File: config.mk
export PLATFORM = sky130hd
export DESIGN_NAME = pixel_clip_fifo_flat
export DESIGN_NICKNAME = d
export VERILOG_FILES = /design/src/rtl/pixel_clip_fifo_if.sv /design/src/rtl/pixel_clip_fifo.sv /design/src/flat_wrapper.sv
export SDC_FILE = /design/constraint.sdc
export NUM_CORES = 1
export LEC_CHECK = 0
export CAP_MARGIN = 30
export CORE_MARGIN = 2
export CORE_UTILIZATION = 57
export DETAILED_ROUTE_END_ITERATION = 7
export PLACE_DENSITY = 0.84
export SLEW_MARGIN = 20
export SYNTH_ARGS = -nofsm -noshare
export SYNTH_HDL_FRONTEND = slang
export SYNTH_SLANG_ARGS = --single-unit
File: constraint.sdc
create_clock -name clk -period 3.85 [get_ports clk]
set_input_delay 0.385 -clock clk [delete_from_list [all_inputs] [get_ports clk]]
set_output_delay 0.385 -clock clk [all_outputs]
set_load 0.05 [all_outputs]
File: src/rtl/pixel_clip_fifo_if.sv
// Pixel bus between drawing engine, clip FIFO and VGA adapter.
// master = engine/adapter side (bench), slave = pixel_clip_fifo.
interface pixel_clip_fifo_if;
  logic [7:0] in_x;
  logic [6:0] in_y;
  logic [2:0] in_colour;
  logic       in_plot;
  logic       out_ready;
  logic [7:0] vga_x;
  logic [6:0] vga_y;
  logic [2:0] vga_colour;
  logic       vga_plot;

  modport master (
    output in_x, in_y, in_colour, in_plot, out_ready,
    input  vga_x, vga_y, vga_colour, vga_plot
  );

  modport slave (
    input  in_x, in_y, in_colour, in_plot, out_ready,
    output vga_x, vga_y, vga_colour, vga_plot
  );
endinterface

File: src/rtl/pixel_clip_fifo.sv
// Clips engine plot strobes to the screen, buffers on-screen pixels in a
// small FIFO and replays them to the VGA adapter one per ready cycle.
// Saturating plotted/clipped/dropped counters are kept for debug.
module pixel_clip_fifo #(
  parameter int DEPTH    = 8,
  parameter int SCREEN_W = 160,
  parameter int SCREEN_H = 120
) (
  input  logic               clk,
  input  logic               rst_n,
  input  logic               clear,
  pixel_clip_fifo_if.slave   bus,
  output logic               empty,
  output logic               full,
  output logic               overflow,
  output logic [15:0]        count_plotted,
  output logic [15:0]        count_clipped,
  output logic [15:0]        count_dropped
);
  localparam int AW = $clog2(DEPTH);
  localparam logic [AW:0] OCC_FULL = (AW+1)'(DEPTH);
  localparam logic [8:0]  X_LIM    = 9'(SCREEN_W);
  localparam logic [7:0]  Y_LIM    = 8'(SCREEN_H);

  typedef struct packed {
    logic [7:0] x;
    logic [6:0] y;
    logic [2:0] colour;
  } pix_t;

  pix_t          mem [DEPTH];
  logic [AW-1:0] wr_ptr, rd_ptr;
  logic [AW:0]   occ;
  pix_t          head;
  logic          in_bounds, push_req, push, pop, clip, drop;

  function automatic logic [15:0] sat_inc(input logic [15:0] v);
    return (v == 16'hFFFF) ? v : v + 16'd1;
  endfunction

  assign empty = (occ == '0);
  assign full  = (occ == OCC_FULL);
  assign head  = mem[rd_ptr];

  // Unsigned bounds compare; clear discards the same-edge strobe entirely.
  assign in_bounds = ({1'b0, bus.in_x} < X_LIM) && ({1'b0, bus.in_y} < Y_LIM);
  assign pop       = !clear && !empty && bus.out_ready;
  assign push_req  = !clear && bus.in_plot && in_bounds;
  assign push      = push_req && (!full || pop);
  assign drop      = push_req && full && !pop;
  assign clip      = !clear && bus.in_plot && !in_bounds;

  // FIFO storage; contents need no reset, occupancy gates every read.
  always_ff @(posedge clk) begin
    if (push) mem[wr_ptr] <= pix_t'{bus.in_x, bus.in_y, bus.in_colour};
  end

  // Pointers wrap modulo DEPTH; occupancy tracks 0..DEPTH.
  always_ff @(posedge clk or negedge rst_n) begin
    if (!rst_n) begin
      wr_ptr <= '0;
      rd_ptr <= '0;
      occ    <= '0;
    end else if (clear) begin
      wr_ptr <= '0;
      rd_ptr <= '0;
      occ    <= '0;
    end else begin
      if (push) wr_ptr <= wr_ptr + 1'b1;
      if (pop)  rd_ptr <= rd_ptr + 1'b1;
      case ({push, pop})
        2'b10:   occ <= occ + 1'b1;
        2'b01:   occ <= occ - 1'b1;
        default: occ <= occ;
      endcase
    end
  end

  // Registered adapter side: data holds between pops, strobe lasts one cycle.
  always_ff @(posedge clk or negedge rst_n) begin
    if (!rst_n) begin
      bus.vga_x      <= '0;
      bus.vga_y      <= '0;
      bus.vga_colour <= '0;
      bus.vga_plot   <= 1'b0;
    end else begin
      bus.vga_plot <= pop;
      if (pop) begin
        bus.vga_x      <= head.x;
        bus.vga_y      <= head.y;
        bus.vga_colour <= head.colour;
      end
    end
  end

  // Saturating event counters and sticky overflow.
  always_ff @(posedge clk or negedge rst_n) begin
    if (!rst_n) begin
      count_plotted <= '0;
      count_clipped <= '0;
      count_dropped <= '0;
      overflow      <= 1'b0;
    end else if (clear) begin
      count_plotted <= '0;
      count_clipped <= '0;
      count_dropped <= '0;
      overflow      <= 1'b0;
    end else begin
      if (pop)  count_plotted <= sat_inc(count_plotted);
      if (clip) count_clipped <= sat_inc(count_clipped);
      if (drop) begin
        count_dropped <= sat_inc(count_dropped);
        overflow      <= 1'b1;
      end
    end
  end
endmodule

File: src/flat_wrapper.sv
// flat-port wrapper written by rule: the top's interface ports become plain ports
module pixel_clip_fifo_flat 
#(
  parameter int DEPTH    = 8,
  parameter int SCREEN_W = 160,
  parameter int SCREEN_H = 120
)
  (clk, rst_n, clear, empty, full, overflow, count_plotted, count_clipped, count_dropped, bus_in_x, bus_in_y, bus_in_colour, bus_in_plot, bus_out_ready, bus_vga_x, bus_vga_y, bus_vga_colour, bus_vga_plot);
  pixel_clip_fifo_if bus_i ();
  input  logic clk;
  input  logic rst_n;
  input  logic clear;
  output logic empty;
  output logic full;
  output logic overflow;
  output logic [15:0] count_plotted;
  output logic [15:0] count_clipped;
  output logic [15:0] count_dropped;
  input wire logic [$bits(bus_i.in_x)-1:0] bus_in_x;
  input wire logic [$bits(bus_i.in_y)-1:0] bus_in_y;
  input wire logic [$bits(bus_i.in_colour)-1:0] bus_in_colour;
  input wire logic [$bits(bus_i.in_plot)-1:0] bus_in_plot;
  input wire logic [$bits(bus_i.out_ready)-1:0] bus_out_ready;
  output wire logic [$bits(bus_i.vga_x)-1:0] bus_vga_x;
  output wire logic [$bits(bus_i.vga_y)-1:0] bus_vga_y;
  output wire logic [$bits(bus_i.vga_colour)-1:0] bus_vga_colour;
  output wire logic [$bits(bus_i.vga_plot)-1:0] bus_vga_plot;
  assign bus_i.in_x = bus_in_x;
  assign bus_i.in_y = bus_in_y;
  assign bus_i.in_colour = bus_in_colour;
  assign bus_i.in_plot = bus_in_plot;
  assign bus_i.out_ready = bus_out_ready;
  assign bus_vga_x = bus_i.vga_x;
  assign bus_vga_y = bus_i.vga_y;
  assign bus_vga_colour = bus_i.vga_colour;
  assign bus_vga_plot = bus_i.vga_plot;
  pixel_clip_fifo #(.DEPTH(DEPTH), .SCREEN_W(SCREEN_W), .SCREEN_H(SCREEN_H)) u_core (.clk(clk), .rst_n(rst_n), .clear(clear), .bus(bus_i), .empty(empty), .full(full), .overflow(overflow), .count_plotted(count_plotted), .count_clipped(count_clipped), .count_dropped(count_dropped));
endmodule
==> impl_metrics.csv <==
group,metric,value,unit
cells_and_area,antenna_cells,0,
timing,hold_viol_final,0,
timing,slew_violations,0,
timing,setup_slack,0.860,ns
die,fp-row-count,46,
cells_and_area,area_delta_synth_final,21.5,%
logic_synthesis,synth_top_area_share,46.6,%
hold_path,hold_path_class,"in2async",
cells_and_area,final_common_cell,"edfxtp_1",
logic_synthesis,synth-main-ff-cell,"edfxtp_1",
setup_path,r2r-start,"u_core.occ[3]",
cells_and_area,drive_gt1_share,13.6,%
cells_and_area,final-seq-area,6280,um2
clocking,clock-root-buffer,"clkbuf_16",
timing,post-route-period-util,77.7,%
grt,first_global_vias,6006,
die,initial_utilization,58.4,%
cells_and_area,fillers,1030,
timing,slew_headroom,34.2,%
logic_synthesis,synth_area_per_cell,14.8,um2
logic_synthesis,syn_inst,626,
pwr,total_power,6.50,mW
logic_synthesis,synth_seq_area_share,67.7,%
logic_synthesis,synth_edf_count,144,
clocking,clkSinkCount,222,
placement,place_hpwl,11900,um
grt,grt_pass1_wl,31700,um
setup_path,reg2reg_slack,1.23,ns
grt,grt.total_usage,23.2,%
pwr,p_switching,1.94,mW
pwr,p_leak,3.90,nW
pwr,power_frac_clock,33.0,%
logic_synthesis,synthTopCellsByArea,"edfxtp_1 (47%), dfrtp_1 (21%), mux4_2 (8.7%)",
grt,antenna_found_initial,0,
pwr,p_comb_share,22.9,%
grt,grt_overflow_total,0,
cells_and_area,multi_input_area,2890,um2
timing,worst_pin_slew,0.987,ns
pwr,pwr_density_cell,577,nW/um2
die,die_h,132,um
die,io_pins,93,
placement,gp_congestion,0.832,
setup_path,crit_type,"in2reg",
placement,place_area,10500,um2
routing,drc_errors,0,
timing,setup_violations,0,
logic_synthesis,synth_seq_cells,222,
pwr,p_seq_share,44.1,%
clocking,h-tree-depth,1,
routing,ant_nets,0,
pwr,vdd_drop_max,0.447,mV
routing,dr_total_vias,5775,
job,drv_cap,0,
cells_and_area,fin_cells,966,
cells_and_area,finish.instance_area,11300,um2
placement,pre_cts_ws,0.322,ns
clocking,clock_latency,0.50,ns
placement,port_buffers,92,
logic_synthesis,synthDistinctLibCells,47,
clocking,clk_pin_slew_worst_paths,0.06,ns
die,core,15900,um2
cells_and_area,mostFrequentLayoutCells,"edfxtp_1 (144), clkdlybuf4s50_1 (90), dfrtp_1 (76)",
cells_and_area,nNetsFinal,765,
logic_synthesis,async_flop_share,35.1,%
routing,routed_wl,19600,um
die,die-area,17300,um2
logic_synthesis,syn_area,9280,um2
routing,dr.pass1.iters,4,
logic_synthesis,yosysTopAreaCell,"edfxtp_1",
pwr,netSwitchingFraction,29.8,%
placement,dp.cells,924,
clocking,cts_setup_buffers,0,
setup_path,arrival,3.41,ns
setup_path,critical_path_required,4.27,ns
routing,detail_route.wl_per_cell,20.3,um
timing,final.min_clock_period,2.99,ns
setup_path,crit_path_end_kind,"flip-flop",
clocking,cts_tree,"built",
clocking,cts_made_buffers,23,
grt,grt_max_degree,60,
die,die_width,132,um
timing,fin_skew,0.00863,ns
logic_synthesis,syn_nets,657,
timing,timing.fmax,0.334,GHz
outcome,status,"finished clean",
routing,via_per_inst,5.98,
setup_path,startpoint_type,"input port",
timing,rsz0062_at_grt,"false",
setup_path,reg2regPathDepth,9,
setup_path,reg2reg_to,"u_core.occ[3]",
pwr,intPower,4.56,mW
clocking,clockBufferDepth,3,
timing,setup-tns-final,0,ns
logic_synthesis,ys_warn_count,0,
routing,first_iter_violations,442,
setup_path,critPathMaxFanout,9,
-- worst max path at each step --
stage,start,cells after the start,endpoint
after CTS,bus_in_x[6],10,u_core.occ[3]
after global routing,bus_in_x[7],10,u_core.occ[3]
after detailed placement,bus_in_x[6],10,u_core.occ[3]
final,bus_in_x[6],10,u_core.occ[3]
after global placement,bus_in_x[6],10,u_core.occ[3]
after floorplan,bus_in_x[6],5,u_core.mem[0][0]
-- cells in the mapped netlist, types with 2 or more instances --
cell / n
a21o_1: 2
or4_1: 7
o21ai_0: 10
nand3_1: 25
o211ai_1: 5
nand4_1: 14
o41ai_1: 2
mux4_2: 36
a31oi_1: 2
edfxtp_1: 144
nor2_1: 66
nor4_1: 6
buf_1: 4
ha_1: 7
and2_1: 4
nor3b_1: 2
a21oi_1: 33
mux2i_1: 25
o31ai_1: 4
or3_1: 5
or2_2: 3
nor4b_1: 3
dfrtp_1: 78
nand2b_1: 4
buf_2: 3
nor2b_1: 2
a211oi_1: 5
inv_1: 6
nand2_1: 24
nor3_1: 24
xnor2_1: 11
clkbuf_1: 20
and3_1: 2
o21a_1: 5
xor2_1: 21
-- per-stage QoR --
| step | utilization [%] | hold slack (ns) |
|---|---|---|
| finish | 70.9 | 0.326 |
| global route | 70.9 | 0.346 |
| global placement | 66.1 | 0.478 |
| floorplan | - | 0.0894 |
| detailed placement | 66.3 | 0.303 |
| CTS | 70.9 | 0.322 |
-- sequential cells by signal (all words and copies together), names as in the netlist, 4 cells and up --
name and cells:
u_core.mem 144, u_core.count_dropped 16, u_core.count_plotted 16, u_core.bus.vga_x 8, u_core.occ 4, u_core.count_clipped 16
u_core.bus.vga_y 7
-- cell families after synthesis --
logic type | count (synthesis) | synth area share (%)
AO/OA/AOI/OAI | 72 | 4.72
XOR/XNOR | 32 | 3.02
adder cells (fa/ha/maj) | 8 | 1.16
buffers and inverters | 35 | 1.54
flip-flops | 222 | 67.7
multiplexers | 62 | 11.6
AND/OR/NAND/NOR | 195 | 10.3
-- per-layer routing --
metal | share of wire (%) | global-route usage [%]
met5 | 0 | 0
met4 | 2.0 | 5.74
met3 | 5.7 | 4.55
met2 | 51 | 40.0
met1 | 41 | 30.7
-- critical path, stage by stage --
cell,delay [ns]
clkdlybuf4s50_1,0.64
o21ai_0,0.34
and3b_1,0.31
nor3_1,0.40
ha_1,0.32
a21o_1,0.18
a21oi_1,0.30
nor4b_1,0.26
o21ai_0,0.13
a31oi_1,0.14
-- area by class of cell --
cell class                 count  share of cell area, %
clock buffer                  31                   5.55
timing repair buffer         111                   9.55
clock inverter                10                  0.855
tap                          216                   2.40
multi-input combinational    369                   25.7
sequential                   222                   55.7
inverter                       7                  0.233
-- power groups by stage --
stage                     logic (mW)  clock network (mW)  registers [mW]
after floorplan                0.744                   0            3.18
after CTS                       1.50                2.17            2.87
after global placement          1.44                   0            2.91
after detailed placement        1.48                   0            2.92
final                           1.49                2.14            2.87
after global routing            1.58                2.27            2.90
-- what timing repair did --
action / in CTS / in global routing
hold buffers: 1 / 0
endpoints found under the hold margin: 19 / 0
endpoints found under the setup margin: 0 / 0
resized for setup: 0 / 0
No activity file was read; power rests on OpenSTA's default activity.
